===== src/rtl/core_inst_pkg.sv =====
// core_inst_pkg: instruction bit positions, field widths and phase encodings shared by the responder.
package core_inst_pkg;
    localparam int INST_W  = 20;
    localparam int STRB_W  = 12;
    localparam int ADDR_W  = 4;
    localparam int PHASE_W = 3;
    localparam int BIT_SFP_HI   = 19;
    localparam int BIT_SFP_LO   = 17;
    localparam int BIT_OFIFO_RD = 16;
    localparam int BIT_QK_HI    = 15;
    localparam int BIT_QK_LO    = 12;
    localparam int BIT_P_HI     = 11;
    localparam int BIT_P_LO     = 8;
    localparam int BIT_EXECUTE  = 7;
    localparam int BIT_LOAD     = 6;
    localparam int BIT_QMEM_RD  = 5;
    localparam int BIT_QMEM_WR  = 4;
    localparam int BIT_KMEM_RD  = 3;
    localparam int BIT_KMEM_WR  = 2;
    localparam int BIT_PMEM_RD  = 1;
    localparam int BIT_PMEM_WR  = 0;
    typedef enum logic [PHASE_W-1:0] {
        PH_IDLE, PH_QW, PH_KW, PH_LOAD, PH_EXEC, PH_DRAIN, PH_PWR, PH_SFP
    } phase_t;
endpackage


===== src/rtl/sat_flag_counter.sv =====
// sat_flag_counter: counts cycles with inc high, raises a sticky flag at LIMIT and saturates there.
module sat_flag_counter #(
    parameter int LIMIT = 16
) (
    input  logic clk,
    input  logic reset,
    input  logic clear,
    input  logic inc,
    output logic flag
);
    localparam int W = $clog2(LIMIT + 1);
    logic [W-1:0] cnt;
    always_ff @(posedge clk)
        if (reset || clear) cnt <= '0;
        else if (inc && !flag) cnt <= cnt + 1'b1;
    assign flag = (cnt == W'(LIMIT));
endmodule


===== src/rtl/core_inst_responder.sv =====
// core_inst_responder: registers/decodes the controller instruction bus and returns status flags.
module core_inst_responder
    import core_inst_pkg::*;
#(
    parameter int Q_DEPTH     = 16,
    parameter int K_DEPTH     = 16,
    parameter int LD_CYCLES   = 8,
    parameter int EXEC_CYCLES = 8,
    parameter int P_DEPTH     = 8
) (
    input  logic                clk,
    input  logic                reset,
    input  logic [INST_W-1:0]   inst,
    input  logic                clear,
    input  logic                ofifo_valid,
    output logic [STRB_W-1:0]   dec_strb,
    output logic [ADDR_W-1:0]   qk_addr,
    output logic [ADDR_W-1:0]   p_addr,
    output logic                q_full,
    output logic                k_full,
    output logic                ld_done,
    output logic                exec_done,
    output logic                out_wr,
    output logic                p_full,
    output logic [PHASE_W-1:0]  phase
);
    phase_t     state, state_nxt;
    logic [1:0] idle_cnt, idle_nxt;

    sat_flag_counter #(.LIMIT(Q_DEPTH))     u_q    (.clk(clk), .reset(reset), .clear(clear), .inc(inst[BIT_QMEM_WR]), .flag(q_full));
    sat_flag_counter #(.LIMIT(K_DEPTH))     u_k    (.clk(clk), .reset(reset), .clear(clear), .inc(inst[BIT_KMEM_WR]), .flag(k_full));
    sat_flag_counter #(.LIMIT(LD_CYCLES))   u_ld   (.clk(clk), .reset(reset), .clear(clear), .inc(inst[BIT_LOAD]),    .flag(ld_done));
    sat_flag_counter #(.LIMIT(EXEC_CYCLES)) u_exec (.clk(clk), .reset(reset), .clear(clear), .inc(inst[BIT_EXECUTE]), .flag(exec_done));
    sat_flag_counter #(.LIMIT(P_DEPTH))     u_p    (.clk(clk), .reset(reset), .clear(clear), .inc(inst[BIT_PMEM_WR]), .flag(p_full));

    always_ff @(posedge clk)
        if (reset || clear) begin
            state    <= PH_IDLE;
            idle_cnt <= '0;
        end else begin
            state    <= state_nxt;
            idle_cnt <= idle_nxt;
        end

    // idle_cnt tracks consecutive all-zero instructions while in SFP; the 4th returns to IDLE
    always_comb begin
        state_nxt = state;
        idle_nxt  = '0;
        case (state)
            PH_IDLE:  state_nxt = inst[BIT_QMEM_WR] ? PH_QW    : state;
            PH_QW:    state_nxt = inst[BIT_KMEM_WR] ? PH_KW    : state;
            PH_KW:    state_nxt = inst[BIT_LOAD]    ? PH_LOAD  : state;
            PH_LOAD:  state_nxt = inst[BIT_EXECUTE] ? PH_EXEC  : state;
            PH_EXEC:  state_nxt = exec_done         ? PH_DRAIN : state;
            PH_DRAIN: state_nxt = inst[BIT_PMEM_WR] ? PH_PWR   : state;
            PH_PWR:   state_nxt = (p_full && inst[BIT_PMEM_RD]) ? PH_SFP : state;
            PH_SFP: begin
                idle_nxt  = (inst == '0) ? idle_cnt + 2'd1 : 2'd0;
                state_nxt = (inst == '0 && idle_cnt == 2'd3) ? PH_IDLE : state;
            end
        endcase
    end

    always_ff @(posedge clk)
        if (reset || clear) begin
            dec_strb <= '0;
            qk_addr  <= '0;
            p_addr   <= '0;
            out_wr   <= 1'b0;
        end else begin
            dec_strb <= {inst[BIT_OFIFO_RD], inst[BIT_EXECUTE:BIT_PMEM_WR], inst[BIT_SFP_HI:BIT_SFP_LO]};
            qk_addr  <= inst[BIT_QK_HI:BIT_QK_LO];
            p_addr   <= inst[BIT_P_HI:BIT_P_LO];
            out_wr   <= ofifo_valid && (state == PH_EXEC || state == PH_DRAIN);
        end

    assign phase = state;
endmodule


===== config.mk =====
export PLATFORM = sky130hd
export DESIGN_NAME = core_inst_responder
export DESIGN_NICKNAME = d
export VERILOG_FILES = /design/src/rtl/core_inst_pkg.sv /design/src/rtl/sat_flag_counter.sv /design/src/rtl/core_inst_responder.sv
export SDC_FILE = /design/constraint.sdc
export NUM_CORES = 1
export LEC_CHECK = 0
export ABC_CLOCK_PERIOD_IN_PS = 4700
export BUFFER_PORTS_ARGS = -buffer_cell sky130_fd_sc_hd__buf_2
export CAP_MARGIN = 20
export CORE_MARGIN = 10
export CORE_UTILIZATION = 25
export CTS_CLUSTER_SIZE = 16
export DETAILED_ROUTE_END_ITERATION = 6
export GPL_ROUTABILITY_DRIVEN = 0
export HOLD_SLACK_MARGIN = 0.1
export PLACE_DENSITY = 0.52
export SYNTH_ARGS = -nofsm -noshare
export SYNTH_HDL_FRONTEND = slang
export SYNTH_HIERARCHICAL = 1
export SYNTH_SLANG_ARGS = --single-unit

===== constraint.sdc =====
create_clock -name clk -period 4.7 [get_ports clk]
set_input_delay 0.235 -clock clk [delete_from_list [all_inputs] [get_ports clk]]
set_output_delay 0.235 -clock clk [all_outputs]
set_load 0.005 [all_outputs]

---- After elaboration in Yosys (flattened, before gate mapping) ----
Cells that the tools add are included.
Widths: inputs -> output; s select.
operators by class
  bitwise operators ....................... 2
  reduce and logical (&&, ||, !) cells .... 19
  equality and inequality tests ........... 21
  add/sub/neg operators ................... 6
  mux-type cells .......................... 9
operators by type and width
  kind                 number
  $mux 3               8
  $pmux 3 s8           1
  $logic_not 20->1     1
  $ne 2x2->1 const B   8
  $add 4x1->4 const B  3
  $eq 3x3->1 const B   4
  $eq 4x4->1 const B   3
  $add 5x1->5 const B  2
  $eq 5x5->1 const B   2
  $logic_and 1x1->1    8
  $reduce_and 8->1     1
  $eq 3x2->1 const B   2
  $logic_not 1->1      5
  $eq 3x1->1 const B   1
  $logic_not 3->1      1
  $reduce_or 3->1      1
  $add 2x1->2 const B  1
  $eq 2x2->1 const B   1
  $logic_or 1x1->1     2
  $not 1->1            2
word-level totals
  logic and storage cells ................. 68
  input bits .............................. 24
  register bits ........................... 48

---- Depth between registers and ports, before layout ----
Gate-level depths: netlist (run 1).
  depth in word-level cells ............... 4
  mapped depth ............................ 9
  depth with buffers taken out ............ 9

---- Cells and area by module ----
The synthesis (run 1) kept the hierarchy.
by module, submodules not included
  module                         sequential area each (µm²)  instances  cells an instance  area an instance (µm²)
  core_inst_responder            520.5                       1          94                 1003.5
  sat_flag_counter (u_exec ...)  80.1                        3          25                 224.0
  sat_flag_counter (u_k ...)     100.1                       2          29                 281.5

---- Worst setup path after synthesis (run 1) ----
No wires, ideal clock.
  kind .................................... reg-to-reg
  from .................................... reg state[0] (netlist: phase[0])
  to ...................................... reg state[0] (netlist: phase[0])
  stages on the path, launching flop included .. 8
  data required time ...................... 4.578 ns
  arrival time ............................ 1.511 ns
  setup time .............................. 0.122 ns
  slack ................................... 3.067 ns
  buffers on the path ..................... 0
  cells stage by stage .................... dfxtp_1 -> inv_1 -> ha_1 -> nor2b_1 -> a2111oi_0 -> mux2_2 -> o21ai_2 -> mux2i_1
between the ends
  cells in the longest elaborated chain, start to end .. 3
  elaborated cells between the ends (all ways) .. 18
  those cells by class .................... eq/ne: 15; mux: 1; reduce/logical: 2
RTL lines
  element                                   line                       source
  start, declared                           core_inst_responder.sv:27  phase_t state, state_nxt;
  start signal, assigned                    core_inst_responder.sv:41  state <= state_nxt;
  $eq 3x3->1, or another cell as far along  core_inst_responder.sv:49  case (state)
  $ne 2x2->1 (no line)                      -
  $reduce_and 8->1 (no line)                -
Parallel ways exist; a longest one is shown, timed or not.
A chain may end at the register's enable or synchronous reset.

---- Worst setup path in the final report (run 1) ----
  from .................................... reg state[1] (netlist: phase[1])
  to ...................................... reg state[2] (netlist: phase[2])
Same word-level chain as after synthesis.

==> impl_metrics.py, run 1 <==
metrics = {
    "floorplan": {
        "ios": 53,
        "core-area_um2": 8720,
        "start_util_pct": 25.7,
        "rows": 34,
        "die_w_um": 115,
        "die_area_um2": 13100,
        "die_h_um": 115,
    },
    "global_route": {
        "grt_pass1_vias": 1738,
        "grt_max_degree": 21,
        "grt_pass1_wl_mm": 8.23,
        "grt_overflow": 0,
        "antenna_found_initial": 0,
        "grt_usage_pct": 7.63,
    },
    "worst_setup_path": {
        "reg2reg_from": "phase[1]",
        "startpoint_type": "register",
        "critPathLaunch": "phase[1]",
        "cpPeakStageDelay_ns": 0.39,
        "crit_arrival_ns": 1.95,
        "required_ns": 4.91,
        "cpMaxStageDelayCell": "dfxtp_1",
        "crit_type": "reg -> reg",
        "endpoint_kind": "register",
        "cp_max_fo": 5,
        "crit_chain": "inv_1, ha_1, nor2b_4, a2111oi_4, a21oi_1, a2111oi_2",
    },
    "synth": {
        "synth-warning-count": 6,
        "synth-edff-count": 0,
        "ys.flop_type": "dfxtp_1",
        "ys_seq_elements": 48,
        "async_flop_share_pct": 0,
        "avgSynthCellArea_um2": 9.86,
        "netlist_area_um2": 2240,
        "yosysSeqAreaShare_pct": 42.9,
        "netlist_instances": 227,
        "synthDistinctLibCells": 36,
        "syn_nets": 266,
    },
    "sta": {
        "slew_headroom_pct": 75.4,
        "setup_slack_ns": 2.95,
        "finalSetupViolCount": 0,
        "tns_ns": 0,
        "finalMaxSlewViolations": 0,
        "period_share_pct": 37.2,
        "tightest_slew_ns": 0.365,
        "final-hold-violation-count": 0,
        "finClkSkew_ns": 0.00819,
        "rsz0062_at_grt": "false",
        "fmax_mhz": 573,
        "fin_crit_ns": 1.75,
    },
    "route": {
        "top_layer": "met4",
        "drcViolationCount": 0,
        "wl_met3_um": 480,
        "post_drt_wl_per_cell_um": 12.7,
        "vias_per_cell": 4.41,
        "postRouteAntennaNets": 0,
        "drt_iter0_drc": 53,
        "wl_met2_mm": 2.21,
        "via_count": 1738,
        "wl_met1_mm": 2.20,
        "drt_wl_total_mm": 5.00,
        "firstDrtPassIters": 4,
    },
    "final_layout": {
        "mostFrequentLayoutCell": "buf_2",
        "diodes": 0,
        "nNetsFinal": 324,
        "layout_common_cells": "52 x buf_2, 48 x dfxtp_1, 19 x and2_1, 18 x inv_1, 17 x nand2_1",
        "drive_gt1_share_pct": 31.8,
        "area_growth_pct": 21.8,
    },
    "placement": {
        "dp_slack_ns": 2.96,
        "io_buffers": 52,
        "dp_hpwl_mm": 3.94,
    },
    "cts": {
        "cts_resized": 0,
        "cts_root_buf": "clkbuf_8",
        "htree_levels": 2,
        "clk_pin_slew_ns": 0.09,
        "cts.sinks": 48,
        "postCtsSetupBuffers": 0,
        "cts_tree": "built",
        "ctsHoldBuffers": 0,
        "cts-buffers-inserted": 5,
        "insertion_delay_ns": 0.30,
        "cts_max_path_buffers": 2,
    },
    "run_status": {
        "status": "finished, final reports clean",
    },
    "flow_run": {
        "cap_violations": 0,
    },
    "power": {
        "pwr-share-clk_pct": 34.1,
        "p_int_uw": 566,
        "p_seq_share_pct": 56.4,
        "pwr-share-comb_pct": 9.5,
        "peakVddDrop_v": 0.000107,
        "power_density_nw_per_um2": 274,
        "p_switching_uw": 182,
        "p_leak_uw": 0.00116,
        "switching_share_pct": 24.3,
    },
    "hold_path": {
        "hold_path.class": "in -> reg",
        "min_from": "inst[3]",
    },
}
==> through the flow <==
stage | utilization (%) | hold slack [ns] | cells | total power, µW | instance area (µm²)
floorplan | - | 0.304 | 227 | 467 | 2240
global placement | 30.2 | 0.408 | 386 | 503 | 2630
detailed placement | 30.2 | 0.419 | 386 | 504 | 2630
CTS | 31.3 | 0.140 | 394 | 759 | 2730
global route | 31.3 | 0.140 | 394 | 788 | 2730
finish | 31.3 | 0.143 | 394 | 748 | 2730
==> cells in the mapped netlist (2+ instances only) <==
master	count	area, µm²
ha_1	15	188
o21ai_2	3	26.3
inv_1	18	67.6
or3_1	3	18.8
a21oi_1	2	10.0
nand4bb_4	2	55.1
nand4_1	8	50.1
o21ai_0	7	35.0
inv_2	5	18.8
nor4_1	5	31.3
a21boi_2	7	78.8
mux2i_1	2	20.0
nor2b_1	3	18.8
xor2_1	9	78.8
nor3_1	4	20.0
nand3b_4	3	60.1
o21ai_1	2	10.0
nor3_2	2	20.0
a21boi_0	6	45.0
and2_1	19	119
nand3_1	11	55.1
clkbuf_1	2	7.51
nor2_1	13	48.8
dfxtp_1	48	961
nand2_1	17	63.8
==> state kept, by name, indices dropped and copies added, names as in the netlist, 4 cells and up <==
signal / cells
dec_strb: 12
u_k/cnt: 5
u_q/cnt: 5
p_addr: 4
qk_addr: 4
u_exec/cnt: 4
u_ld/cnt: 4
u_p/cnt: 4
==> routing by layer <==
metal  track usage (%)  up-vias
li1                  -      885
met2              12.3       52
met5                 0        -
met3              2.94       11
met1              8.84      790
met4              3.09        0
==> final timing paths <==
kind         depth (start not counted)  slack, ns           to
max                                  6       2.95     phase[2]
min                                  2       0.14  dec_strb[6]
max reg2reg                          6       2.95     phase[2]
min reg2reg                          1       0.43  idle_cnt[0]
==> kinds of logic (layout without fill, tap and decap cells) <==
family          after synthesis  after routing  synth area share (%)
mux                           3              3                  1.40
xor+xnor                      9              9                  3.52
flops                        48             48                  42.9
fa+ha+maj                    15             15                  8.38
simple gates                 94             94                  26.9
buf+inv                      26             85                  4.47
compound gates               32             32                  12.4
==> cell type report <==
type	instances	area, µm²
Multi-Input combinational cell	153	1180
Clock inverter	2	10.0
Fill cell	916	5990
Timing Repair Buffer	53	268
Sequential cell	48	961
Inverter	24	92.6
Tap cell	108	135
Clock buffer	6	82.6
==> power by group through the flow <==
stage	sequential, µW	clock [µW]	combinational, µW
floorplan	432	0	35.1
global placement	431	0	71.9
detailed placement	431	0	72.3
CTS	422	264	72.6
global route	423	285	80.0
finish	422	255	70.8
==> worst max-delay path: cells and delay by family (launching register included) <==
kind            cells  cell delay (ns)
flops               1             0.39
compound gates      3             0.78
buf+inv             1             0.08
simple gates        1             0.15
fa+ha+maj           1             0.25
(Power assumes the default switching activity.)
==> inputs of run 2 (changes only) <==
--- a/config.mk
+++ b/config.mk
@@ -5,7 +5,7 @@
 export SDC_FILE = /design/constraint.sdc
 export NUM_CORES = 1
 export LEC_CHECK = 0
-export ABC_CLOCK_PERIOD_IN_PS = 4700
+export ABC_CLOCK_PERIOD_IN_PS = 1400
 export BUFFER_PORTS_ARGS = -buffer_cell sky130_fd_sc_hd__buf_2
 export CAP_MARGIN = 20
 export CORE_MARGIN = 10
@@ -14,7 +14,7 @@
 export DETAILED_ROUTE_END_ITERATION = 6
 export GPL_ROUTABILITY_DRIVEN = 0
 export HOLD_SLACK_MARGIN = 0.1
-export PLACE_DENSITY = 0.52
+export PLACE_DENSITY = 0.54
 export SYNTH_ARGS = -nofsm -noshare
 export SYNTH_HDL_FRONTEND = slang
 export SYNTH_HIERARCHICAL = 1
==> constraint.sdc (replaced) <==
create_clock -name clk -period 1.4 [get_ports clk]
set_input_delay 0.07 -clock clk [delete_from_list [all_inputs] [get_ports clk]]
set_output_delay 0.07 -clock clk [all_outputs]
set_load 0.005 [all_outputs]
==> run 2 against run 1 <==
Net effect:
- worst hold slack worse by 0.0017 ns
- flip-flop and latch count is the same
- clock-buffer cell count rose by 1
- the run now ends with negative setup slack left
- critical path depth unchanged
- die area is the same
- global-route usage is 1.4 points higher
- non-clock buffer count rose by 48
- sequential share of layout area decreased by 5.7 points
- sequential power increased to 3.4 times the previous value
- combinational power grew to 4.9 times the previous value
- cell count up 12%
- highest routed layer unchanged
- via count grew 11%
==> impl_metrics.py, run 2 (synthesis results as in run 1) <==
metrics = {
    "placement": {
        "dp_hpwl_mm": 4.46,
        "dp_cells": 415,
        "io_buffers": 52,
    },
    "final_layout": {
        "mostFrequentLayoutCell": "buf_2",
        "largest_reg_flops": 12,
        "regMostFlops": "dec_strb",
        "largestRegisters": "dec_strb x12, u_k/cnt x5, u_q/cnt x5",
        "n_fill_cell": 860,
        "diodes": 0,
        "drive_gt1_share_pct": 45.2,
        "layout_common_cells": "52 x buf_2, 39 x dfxtp_1, 32 x buf_4, 19 x and2_1",
        "nNetsFinal": 372,
        "area_growth_pct": 47.8,
        "fin_cells": 442,
    },
    "route": {
        "vias_per_cell": 4.36,
        "top_layer": "met4",
        "wl_met3_um": 412,
        "postRouteAntennaNets": 0,
        "drt_wl_total_mm": 5.85,
        "post_drt_wl_per_cell_um": 13.2,
        "drcViolationCount": 0,
        "drt_iter0_drc": 86,
        "wl_met2_mm": 2.73,
        "firstDrtPassIters": 4,
        "via_count": 1929,
        "wl_met1_mm": 2.63,
    },
    "cts": {
        "clk_pin_slew_ns": 0.09,
        "htree_levels": 2,
        "cts_tree": "built",
        "cts.sinks": 48,
        "cts_max_path_buffers": 2,
        "cts_root_buf": "clkbuf_8",
        "insertion_delay_ns": 0.30,
        "cts-buffers-inserted": 5,
    },
    "power": {
        "power_density_nw_per_um2": 870,
        "p_leak_uw": 0.00141,
        "peakVddDrop_v": 0.000352,
    },
    "worst_setup_path": {
        "startpoint_type": "register",
        "crit_arrival_ns": 1.79,
        "ff2ff_path_depth": 6,
        "cp_max_fo": 4,
        "required_ns": 1.59,
        "endpoint_kind": "register",
        "crit_type": "reg -> reg",
    },
    "hold_path": {
        "hold_path.class": "in -> reg",
        "min_path_cells": 4,
    },
    "floorplan": {
        "die_area_um2": 13100,
        "core-area_um2": 8720,
        "die_w_um": 115,
        "die_h_um": 115,
        "start_util_pct": 25.7,
        "ios": 53,
        "rows": 34,
    },
    "flow_run": {
        "cap_violations": 0,
    },
    "global_route": {
        "grt_pass1_wl_mm": 9.65,
        "grt_overflow": 0,
        "grt_max_degree": 17,
        "antenna_found_initial": 0,
        "grt_pass1_vias": 1963,
        "grt_usage_pct": 9.00,
    },
    "sta": {
        "period_share_pct": 114,
        "rsz0062_at_grt": "true",
        "fmax_mhz": 627,
        "finClkSkew_ns": 0.00830,
        "final-hold-violation-count": 0,
        "tns_ns": -0.494,
        "setup_slack_ns": -0.196,
        "finalMaxSlewViolations": 0,
        "finalSetupViolCount": 3,
        "tightest_slew_ns": 0.309,
        "slew_headroom_pct": 79.4,
        "fin_crit_ns": 1.60,
    },
    "run_status": {
        "status": "finished with violations",
        "violations": "negative setup slack",
    },
}
[run 2: changes by cell type in the layout (fill, tap and decap cells not counted), moves of 4 or more]
cell,change
buf_4,+31
dlygate4sd3_1,+17
dfxtp_1,-9
ha_1,-8
dfxtp_2,+7
inv_1,-7
ha_4,+5
inv_2,+4
[run 2: worst paths after layout]
path / from / end / slack (ns)
setup / recovery: phase[0] / phase[1] / -0.20
hold / removal: inst[0] / u_p/cnt[2] / 0.14
setup reg to reg: phase[0] / phase[1] / -0.20
hold reg to reg: idle_cnt[0] / idle_cnt[0] / 0.42
[run 2: what timing repair did]
action / in CTS / in global routing
endpoints found under the setup margin: 3 / 7
buffers inserted: 0 / 2
resized for setup: 3 / 13
endpoints found under the hold margin: 17 / 0
hold buffers: 17 / 0
pin swaps: 2 / 2
[run 2: area by class of cell]
class                      count  area [µm²]  area share, %
inverter                      24         100           3.03
tap                          108         135           4.08
clock inverter                 1        30.0          0.908
multi-input combinational    153        1300           39.2
clock buffer                   7        97.6           2.95
timing repair buffer         101         671           20.3
sequential                    48         977           29.5
[run 2: power breakdown]
part           internal (µW)  switching [µW]
sequential              1400            18.9
combinational            184             165
clock                    643             471
[run 2: worst max-delay path, stage by stage, from the launching register on]
cell and delay, ns:
dfxtp_4 0.38, ha_4 0.17, and2b_4 0.17, a2111oi_4 0.36, mux2_4 0.23, o21ai_4 0.06, mux2i_1 0.11
[run 2: routing by layer]
metal / global-route usage, % / vias to the layer above
met4: 3.17 / 0
li1: - / 979
met2: 14.8 / 47
met5: 0 / -
met1: 10.4 / 897
met3: 3.35 / 6
[run 2: metrics by stage]
| step | area [µm²] | utilization [%] | setup slack, ns | power (µW) | hold slack (ns) |
|---|---|---|---|---|---|
| 6_report | 3310 | 37.9 | -0.196 | 2880 | 0.142 |
| 5_1_grt | 3310 | 37.9 | -0.248 | 3040 | 0.155 |
| 4_1_cts | 3240 | 37.2 | -0.176 | 2910 | 0.118 |
| 3_5_place_dp | 2930 | 33.6 | -0.186 | 1750 | 0.293 |
| 3_3_place_gp | 2930 | 33.6 | -0.197 | 1740 | 0.291 |
| 2_1_floorplan | 2310 | - | -0.118 | 1580 | 0.139 |
==> inputs of run 3 (changes only) <==
--- a/config.mk
+++ b/config.mk
@@ -9,12 +9,12 @@
 export BUFFER_PORTS_ARGS = -buffer_cell sky130_fd_sc_hd__buf_2
 export CAP_MARGIN = 20
 export CORE_MARGIN = 10
-export CORE_UTILIZATION = 25
+export CORE_UTILIZATION = 45
 export CTS_CLUSTER_SIZE = 16
 export DETAILED_ROUTE_END_ITERATION = 6
 export GPL_ROUTABILITY_DRIVEN = 0
 export HOLD_SLACK_MARGIN = 0.1
-export PLACE_DENSITY = 0.54
+export PLACE_DENSITY = 0.8
 export SYNTH_ARGS = -nofsm -noshare
 export SYNTH_HDL_FRONTEND = slang
 export SYNTH_HIERARCHICAL = 1
==> run 3 against run 2 <==
Net effect:
- the run still ends with negative setup slack left
- register-to-register slack worse by 0.05 ns
- clock skew down 0.0053 ns
- cell count down 11%
- sequential power about the same
- clock power down 29%
- first-iteration DRC count up 24%
- cell area down 2.9%
- critical path depth up 1
- critical path type unchanged
- largest power group unchanged
==> impl_metrics.py, run 3 (synthesis results as in run 1) <==
metrics = {
    "sta": {
        "finClkSkew_ns": 0.00300,
        "final-hold-violation-count": 0,
        "hold_ws_ns": 0.115,
        "period_share_pct": 118,
        "finalSetupViolCount": 3,
        "fin_crit_ns": 1.65,
        "finalMaxSlewViolations": 0,
        "slew_headroom_pct": 76.2,
        "setup_slack_ns": -0.245,
        "fmax_mhz": 608,
        "rsz0062_at_grt": "true",
        "tightest_slew_ns": 0.357,
    },
    "worst_setup_path": {
        "crit_chain": "ha_4, buf_6, nor2b_4, a2111oi_4, mux2_4, o21ai_4, mux2i_1",
        "required_ns": 1.59,
        "endpoint_kind": "register",
        "cp_max_fo": 4,
        "startpoint_type": "register",
        "ff2ff_path_depth": 7,
        "cpPeakStageDelay_ns": 0.38,
        "crit_type": "reg -> reg",
        "cpMaxStageDelayCell": "dfxtp_4",
        "crit_arrival_ns": 1.84,
    },
    "route": {
        "vias_per_cell": 4.98,
        "drcViolationCount": 0,
        "post_drt_wl_per_cell_um": 14.8,
        "drt_iter0_drc": 107,
        "via_count": 1967,
        "firstDrtPassIters": 4,
        "drt_wl_total_mm": 5.85,
        "postRouteAntennaNets": 0,
    },
    "run_status": {
        "status": "finished with violations",
        "violations": "negative setup slack",
    },
    "global_route": {
        "grt_overflow": 0,
        "grt_max_degree": 26,
        "grt_usage_pct": 13.8,
        "antenna_found_initial": 0,
        "grt_pass1_vias": 1987,
        "grt_pass1_wl_mm": 9.43,
    },
    "power": {
        "p_int_uw": 1920,
        "switching_share_pct": 24.8,
        "p_switching_uw": 633,
        "pwr-share-clk_pct": 30.9,
        "pwr-share-comb_pct": 13.5,
        "peakVddDrop_v": 0.000411,
        "p_seq_share_pct": 55.6,
        "power_density_nw_per_um2": 794,
        "p_leak_uw": 0.00137,
    },
    "final_layout": {
        "layout_common_cells": "52 x buf_2, 39 x dfxtp_1, 25 x buf_4, 19 x and2_1, 18 x dlygate4sd3_1",
        "mostFrequentLayoutCell": "buf_2",
        "area_growth_pct": 43.5,
        "diodes": 0,
        "largest_reg_flops": 12,
        "seqCellArea_um2": 977,
        "multi_input_area_um2": 1330,
        "regMostFlops": "dec_strb",
        "drive_gt1_share_pct": 43.9,
        "largestRegisters": "dec_strb x12, u_k/cnt x5, u_q/cnt x5",
        "nNetsFinal": 367,
        "n_fill_cell": 365,
    },
    "cts": {
        "insertion_delay_ns": 0.30,
        "cts_max_path_buffers": 2,
        "cts_tree": "built",
        "cts-buffers-inserted": 5,
        "cts.sinks": 48,
        "htree_levels": 2,
        "clk_pin_slew_ns": 0.08,
        "cts_root_buf": "clkbuf_8",
    },
    "placement": {
        "dp_hpwl_mm": 4.08,
        "dp_slack_ns": -0.178,
        "io_buffers": 52,
    },
    "floorplan": {
        "rows": 25,
        "ios": 53,
        "start_util_pct": 46.8,
        "core-area_um2": 4790,
        "die_h_um": 90.5,
        "die_w_um": 90.5,
        "die_area_um2": 8200,
    },
    "flow_run": {
        "cap_violations": 0,
    },
    "hold_path": {
        "hold_path.class": "in -> reg",
        "min_path_cells": 2,
    },
}
-- run 3: final timing paths --
check,start,end,slack [ns]
worst min register to register,idle_cnt[0],idle_cnt[0],0.43
worst max register to register,phase[0],phase[0],-0.25
worst max-delay path,phase[0],phase[0],-0.25
worst min-delay path,inst[4],dec_strb[7],0.11
-- run 3: through the flow --
step	cell area (µm²)	std cells	power (µW)	util (%)	TNS, ns
after CTS	3120	394	2550	65.2	-0.462
after detailed placement	2820	366	1730	58.8	-0.428
after global routing	3210	395	2660	67.1	-0.894
after floorplan	2310	227	1580	-	-0.236
final	3210	395	2550	67.1	-0.649
after global placement	2820	366	1720	58.8	-0.378
-- run 3: critical path, delay by kind of cell, from the launching register on --
family                   cells  cell delay [ns]
AO/OA/AOI/OAI                2             0.41
flip-flops                   1             0.38
multiplexers                 2             0.34
adder cells (fa/ha/maj)      1             0.17
AND/OR/NAND/NOR              1             0.12
buffers and inverters        1             0.11
-- run 3: power groups by stage --
stage | sequential [µW] | combinational [µW] | clock (µW)
floorplan | 1450 | 128 | 0
global placement | 1450 | 272 | 0
detailed placement | 1450 | 279 | 0
CTS | 1420 | 328 | 801
global route | 1420 | 380 | 859
finish | 1420 | 346 | 788
-- run 3: repair_timing --
| action | CTS | global route |
|---|---|---|
| gates cloned | 0 | 0 |
| hold buffers | 18 | 0 |
| setup endpoints to repair | 3 | 7 |
| pin swaps | 2 | 3 |
| gates resized for setup | 5 | 17 |
| buffers inserted | 3 | 1 |
| hold endpoints to repair | 18 | 0 |
-- run 3: final cells by class --
type,instances,area share [%]
inverters,24,3.19
flip-flops and latches,48,30.4
multi-input cells,153,41.5
clock inverters,1,0.156
repair buffers,96,19.9
clock buffers,6,2.26
well taps,67,2.61
-- run 3: routing by layer --
metal | global-route usage, % | wire [µm] | part of all wire (%)
met1 | 13.9 | 2380 | 41
met2 | 26.2 | 3020 | 52
met3 | 4.07 | 334 | 5.7
met4 | 4.51 | 121 | 2.1
met5 | 0 | 0 | 0
